**src/rtl/load_store_unit.sv**
```systemverilog
// load_store_unit: single-transaction memory stage between the ALU and writeback.
// Build macro MISALIGN_TRAP_EN: misaligned accesses are reported instead of being force-aligned.
module load_store_unit #(
  parameter int MEM_RD_LATENCY = 1  // legal 1..15
) (
  input  logic        clk,
  input  logic        rst_n,
  input  logic        req_valid,
  output logic        req_ready,
  input  logic        req_is_store,
  input  logic [2:0]  req_funct3,
  input  logic [31:0] req_addr,
  input  logic [31:0] req_wdata,
  output logic [31:0] mem_addr,
  output logic        mem_rd_en,
  output logic        mem_wr_en,
  output logic [3:0]  mem_wmask,
  output logic [31:0] mem_wdata,
  input  logic [31:0] mem_rdata,
  output logic        rsp_valid,
  output logic [31:0] rsp_rdata,
  output logic        rsp_misalign
);

  localparam logic [2:0] S_IDLE  = 3'd0;
  localparam logic [2:0] S_WRITE = 3'd1;
  localparam logic [2:0] S_READ  = 3'd2;
  localparam logic [2:0] S_WAIT  = 3'd3;
  localparam logic [2:0] S_RESP  = 3'd4;

  localparam logic [3:0] LAT = 4'(MEM_RD_LATENCY);

  logic [2:0]  state_q, state_d;
  logic [3:0]  cnt_q, cnt_d;
  logic        is_store_q, is_store_d;
  logic [2:0]  funct3_q, funct3_d;
  logic [31:0] addr_q, addr_d;
  logic [31:0] wdata_q, wdata_d;
  logic        misalign_q, misalign_d;
  logic [31:0] rsp_rdata_q, rsp_rdata_d;

  logic        req_trap;
  logic [1:0]  lane_off;
  logic [3:0]  lane_mask;
  logic [31:0] lane_data;
  logic [15:0] load_shift;
  logic [31:0] load_data;

  // Byte offset after forcing halves/words to natural alignment; funct3[1:0]=2'b11 acts as W.
  function automatic logic [1:0] align_off(input logic [2:0] f3, input logic [1:0] a);
    case (f3[1:0])
      2'b00:   return a;
      2'b01:   return {a[1], 1'b0};
      default: return 2'b00;
    endcase
  endfunction

`ifdef MISALIGN_TRAP_EN
  function automatic logic misaligned(input logic [2:0] f3, input logic [1:0] a);
    case (f3[1:0])
      2'b00:   return 1'b0;
      2'b01:   return a[0];
      default: return a != 2'b00;
    endcase
  endfunction

  assign req_trap = misaligned(req_funct3, req_addr[1:0]);
`else
  assign req_trap = 1'b0;
`endif

  assign lane_off = align_off(funct3_q, addr_q[1:0]);

  // NOTE: every output of an always_comb gets a default first, so no path can infer a latch.
  always_comb begin
    lane_mask = 4'b1111;
    lane_data = wdata_q;
    case (funct3_q[1:0])
      2'b00: begin
        lane_mask = 4'b0001 << lane_off;
        lane_data = {4{wdata_q[7:0]}};
      end
      2'b01: begin
        lane_mask = 4'b0011 << lane_off;
        lane_data = {2{wdata_q[15:0]}};
      end
      default: ;
    endcase
  end

  assign load_shift = 16'(mem_rdata >> {lane_off, 3'b000});

  always_comb begin
    case (funct3_q)
      3'b000:  load_data = {{24{load_shift[7]}}, load_shift[7:0]};
      3'b100:  load_data = {24'h0, load_shift[7:0]};
      3'b001:  load_data = {{16{load_shift[15]}}, load_shift[15:0]};
      3'b101:  load_data = {16'h0, load_shift[15:0]};
      default: load_data = mem_rdata;
    endcase
  end

  always_comb begin
    state_d     = state_q;
    cnt_d       = cnt_q;
    is_store_d  = is_store_q;
    funct3_d    = funct3_q;
    addr_d      = addr_q;
    wdata_d     = wdata_q;
    misalign_d  = misalign_q;
    rsp_rdata_d = rsp_rdata_q;
    case (state_q)
      S_IDLE: begin
        if (req_valid) begin
          is_store_d = req_is_store;
          funct3_d   = req_funct3;
          addr_d     = req_addr;
          wdata_d    = req_wdata;
          misalign_d = req_trap;
          if (req_trap) begin
            rsp_rdata_d = 32'h0;
            state_d     = S_RESP;
          end else if (req_is_store) begin
            state_d = S_WRITE;
          end else begin
            state_d = S_READ;
          end
        end
      end
      S_WRITE: begin
        rsp_rdata_d = 32'h0;
        state_d     = S_RESP;
      end
      S_READ: begin
        cnt_d   = LAT;
        state_d = S_WAIT;
      end
      S_WAIT: begin
        // The count hits zero in the cycle mem_rdata is valid; capture it on that edge.
        if (cnt_q <= 4'd1) begin
          cnt_d       = 4'd0;
          rsp_rdata_d = load_data;
          state_d     = S_RESP;
        end else begin
          cnt_d = cnt_q - 4'd1;
        end
      end
      S_RESP:  state_d = S_IDLE;
      default: state_d = S_IDLE;
    endcase
  end

  // NOTE: reset is synchronous -- rst_n is only looked at on the rising clock edge.
  // NOTE: sequential state uses non-blocking assignments so all flops update together.
  always_ff @(posedge clk) begin
    if (!rst_n) begin
      state_q     <= S_IDLE;
      cnt_q       <= 4'd0;
      is_store_q  <= 1'b0;
      funct3_q    <= 3'd0;
      addr_q      <= 32'h0;
      wdata_q     <= 32'h0;
      misalign_q  <= 1'b0;
      rsp_rdata_q <= 32'h0;
    end else begin
      state_q     <= state_d;
      cnt_q       <= cnt_d;
      is_store_q  <= is_store_d;
      funct3_q    <= funct3_d;
      addr_q      <= addr_d;
      wdata_q     <= wdata_d;
      misalign_q  <= misalign_d;
      rsp_rdata_q <= rsp_rdata_d;
    end
  end

  assign req_ready    = (state_q == S_IDLE);
  assign mem_rd_en    = (state_q == S_READ);
  assign mem_wr_en    = (state_q == S_WRITE) && is_store_q;
  assign rsp_valid    = (state_q == S_RESP);
  assign rsp_misalign = rsp_valid && misalign_q;
  assign rsp_rdata    = rsp_rdata_q;

  // Memory-side buses are quiet (zero) whenever no strobe is active.
  assign mem_addr  = (mem_rd_en || mem_wr_en) ? {addr_q[31:2], 2'b00} : 32'h0;
  assign mem_wmask = mem_wr_en ? lane_mask : 4'b0000;
  assign mem_wdata = mem_wr_en ? lane_data : 32'h0;

endmodule

```
**config.mk**
```make
export PLATFORM = sky130hd
export DESIGN_NAME = load_store_unit
export DESIGN_NICKNAME = d
export VERILOG_FILES = /design/src/rtl/load_store_unit.sv
export SDC_FILE = /design/constraint.sdc
export NUM_CORES = 1
export LEC_CHECK = 0
export BUFFER_PORTS_ARGS = -buffer_cell sky130_fd_sc_hd__buf_2
export CAP_MARGIN = 0
export CORE_ASPECT_RATIO = 0.75
export CORE_MARGIN = 2
export CORE_UTILIZATION = 45
export CTS_CLUSTER_SIZE = 24
export DETAILED_ROUTE_END_ITERATION = 10
export PLACE_DENSITY = 0.82
export SETUP_SLACK_MARGIN = 0.2
export SLEW_MARGIN = 15
export SYNTH_ARGS = -nofsm -noshare
export SYNTH_HDL_FRONTEND = slang
export SYNTH_SLANG_ARGS = --single-unit
export TNS_END_PERCENT = 1
```
**constraint.sdc**
```tcl
create_clock -name clk -period 5.8 [get_ports clk]
set_clock_uncertainty 0.05 [all_clocks]
set_input_delay 1.74 -clock clk [delete_from_list [all_inputs] [get_ports clk]]
set_output_delay 1.74 -clock clk [all_outputs]
set_load 0.02 [all_outputs]
```
==> key figures <==
Finish
  – Ratio of cells with drive above 1 in the final layout: 29.26%
  – Post-Layout Inst Area: 6731 sq um
  – Antenna Cells: 0
  – Non-Filler Instances: 1,030
  – Final net count: 968
  – Layout Area Growth over Synthesis: 23.37%

STA
  – Final min period: 4.588 ns
  – TNS Setup: 0 ns
  – Final worst path period share: 79.11%
  – Final hold violations: 0
  – RSZ-0062 raised after global routing: no
  – Slew Limit Headroom: 27.09%
  – Worst-Margin Slew: 1.094 ns
  – Fin. max-slew vios: 0
  – FMAX: 217.9 MHz
  – Setup violators final: 0

Synthesis
  – Synth async-reset ratio: 0%
  – Synth cell types: 58
  – Synth Flop Type: dfxtp_1
  – Post-synthesis area per instance: 7.740 sq um
  – Yosys warns: 0
  – Post-synthesis sequential area ratio: 39.26%
  – Cells after Synth: 705
  – Post-Syn Area: 5456 sq um
  – Synthesized flop and latch total: 107
  – Post-synth EDFFs: 0

Die
  – Die W: 131.2 um
  – Rows: 34
  – Die area: 13,030 sq um
  – Core footprint: 11,700 sq um
  – DIE HEIGHT: 99.37 um
  – Starting Density: 46.64%
  – Ports: 208

Global route
  – First-pass GRT wire length: 26,440 um
  – Initial antenna violation count: 0
  – Vias in the first global route: 5,136
  – Tot GR Track Use: 25.02%
  – Largest net degree at the start of global routing: 79
  – GRT overflow: 0

Placement
  – Placed Area: 6426 sq um
  – IO buf count: 204
  – GPL Wtd Cong: 0.8292
  – Detailed-placement wirelength estimate: 11,640 um
  – Cells after DPL: 1,014

Route
  – Via count: 5,664
  – Post-DRT Antenna Nets: 0
  – WL final: 16,540 um
  – Drt wl/cell: 16.06 um
  – Initial DRC Count: 360
  – DR pass1 iterations: 5
  – Residual DRC count: 0
  – Vias per cell: 5.499

Setup path
  – Reg2reg setup slack: 2.96 ns
  – Critical Path AT: 2.80 ns
  – Critical path, cell by cell: nor2b_1 > nand2_1 > a21oi_1 > buf_2
  – Required time of the critical path: 4.01 ns
  – Reg-to-Reg End: rsp_rdata[16]$_SDFFE_PN0P_
  – Startpoint types: register
  – CP Capture Type: primary output
  – Worst-path fanout max: 28
  – Crit Path Class: register to primary output
  – FF-to-FF Start: funct3_q[1]$_SDFFE_PN0P_
  – Biggest cell delay along the critical path: 0.72 ns
  – Slowest cell on crit path: nand2_1
  – R2R cell count: 4

Clock network
  – CTS max path bufs: 2
  – Postcts setup bufs: 0
  – Worst-Skew Late Latency: 0.35 ns
  – CTS sink cnt: 107
  – Hold Buf Count CTS: 0
  – TritonCTS Buffers: 9
  – CTS Root Cell: clkbuf_16
  – # H-tree levels: 3
  – CTS tree: built
  – Clock transition at path regs: 0.08 ns
  – Post-cts resize count: 0

Hold path
  – HP Start: addr_q[4]$_SDFFE_PN0P_
  – Hold Path Stages: 2
  – Min-Delay Endpoint: addr_q[4]$_SDFFE_PN0P_
  – Hold Crit Class: register to register

Power
  – PD cells: 264.3 nW/um^2
  – Peak supply drop: 0.1502 mV
  – Leakage: 3.058 nW

Run status
  – Outcome: finished clean

Flow run
  – Max Cap Viol: 0
routing by layer:
layer  GRT usage, %  part of all wire, %  vias up
li1               -                    -     2745
met1          33.49                   44     2608
met2          39.80                   45      277
met3          6.677                  8.3       34
met4          7.860                  2.1        0
met5              0                    0        -
metrics by stage:
step	util, %	hold slack, ns	total power [mW]	setup slack (ns)
after floorplan	-	0.3817	1.064	2.462
after global placement	54.93	0.3878	1.167	1.741
after detailed placement	54.93	0.3920	1.170	1.605
after CTS	57.54	0.4029	1.789	1.216
after global routing	57.54	0.4163	1.870	0.9077
final	57.54	0.4015	1.779	1.212
state kept, by name, indices dropped and copies added, names as in the netlist:
signal / flops
addr_q: 32
rsp_rdata: 32
wdata_q: 32
cnt_q: 4
funct3_q: 3
state_q: 3
is_store_q: 1
worst max-delay path: cells and delay by family (launching register included):
kind	cells	cell delay [ns]
buffers and inverters	1	0.21
AND/OR/NAND/NOR	2	1.32
AO/OA/AOI/OAI	1	0.34
flip-flops	1	0.57
cell usage in the layout, fill, tap and decap left out, types with 7 or more instances in the layout:
| cell type | netlist | routed |
|---|---|---|
| buf_2 | 27 | 204 |
| nand2_1 | 185 | 184 |
| dfxtp_1 | 107 | 106 |
| a21oi_1 | 94 | 94 |
| and2_1 | 39 | 38 |
| nor2_1 | 34 | 34 |
| o211ai_1 | 24 | 24 |
| mux2i_1 | 22 | 22 |
| nand4_1 | 16 | 16 |
| inv_1 | 11 | 11 |
| o21ai_0 | 10 | 10 |
| and3_1 | 9 | 9 |
| mux2_2 | 9 | 9 |
| clkbuf_16 | 0 | 9 |
| a221oi_1 | 7 | 7 |
Yosys cell counts, drive strengths merged (3+ instances only):
| library cell | count | area share (%) |
|---|---|---|
| nand2 | 185 | 13 |
| dfxtp | 107 | 39 |
| a21oi | 94 | 8.6 |
| and2 | 39 | 4.5 |
| buf | 36 | 3.7 |
| nor2 | 35 | 2.5 |
| clkbuf | 29 | 2.0 |
| o211ai | 24 | 3.3 |
| mux2i | 22 | 4.0 |
| nand4 | 17 | 2.1 |
| inv | 11 | 0.76 |
| o21ai | 11 | 1.1 |
| and3 | 9 | 1.0 |
| mux2 | 9 | 1.9 |
| a221oi | 7 | 1.1 |
| a222oi | 6 | 1.1 |
| nor3 | 6 | 0.73 |
| a211oi | 5 | 0.87 |
| nor2b | 4 | 0.50 |
| o2bb2ai | 4 | 0.64 |
| a211o | 3 | 0.48 |
| a2bb2oi | 3 | 0.48 |
| a32o | 3 | 0.55 |
| nand2b | 3 | 0.48 |
| nand3 | 3 | 0.28 |
| nand4b | 3 | 0.76 |
| nor4 | 3 | 0.89 |
| or2 | 3 | 0.34 |
| or3 | 3 | 0.44 |
power by group:
group | switching, mW | internal, mW | total [mW]
Combinational | 0.205 | 0.120 | 0.325
Sequential | 0.0515 | 0.781 | 0.832
Clock | 0.314 | 0.308 | 0.622
Total | 0.571 | 1.21 | 1.78
kinds of logic after synthesis:
logic type      Yosys count  synth area share (%)
flops                   107                 39.26
buf+inv                  77                 6.535
fa+ha+maj                 2                0.4585
other cells               1               0.06873
simple gates            318                 27.91
compound gates          168                 19.47
mux                      32                 6.306
final cells by class:
cell class | instances | area [sq um]
Clock buffer | 9 | 225.2
Tap cell | 162 | 202.7
Fill cell | 1133 | 4967
Clock inverter | 7 | 80.08
Timing Repair Buffer | 210 | 1066
Sequential cell | 107 | 2143
Inverter | 12 | 45.04
Multi-Input combinational cell | 523 | 2969
worst max-delay path by stage:
stage,end,startpoint
floorplan,mem_wdata[13],state_q[0]$_SDFFE_PN0P_
global placement,mem_wmask[1],state_q[1]$_SDFFE_PN0P_
detailed placement,mem_wmask[1],state_q[1]$_SDFFE_PN0P_
CTS,mem_wdata[13],state_q[1]$_SDFFE_PN0P_
global route,mem_wdata[14],state_q[1]$_SDFFE_PN0P_
finish,mem_wdata[10],state_q[1]$_SDFFE_PN0P_
(Power assumes the default switching activity.)
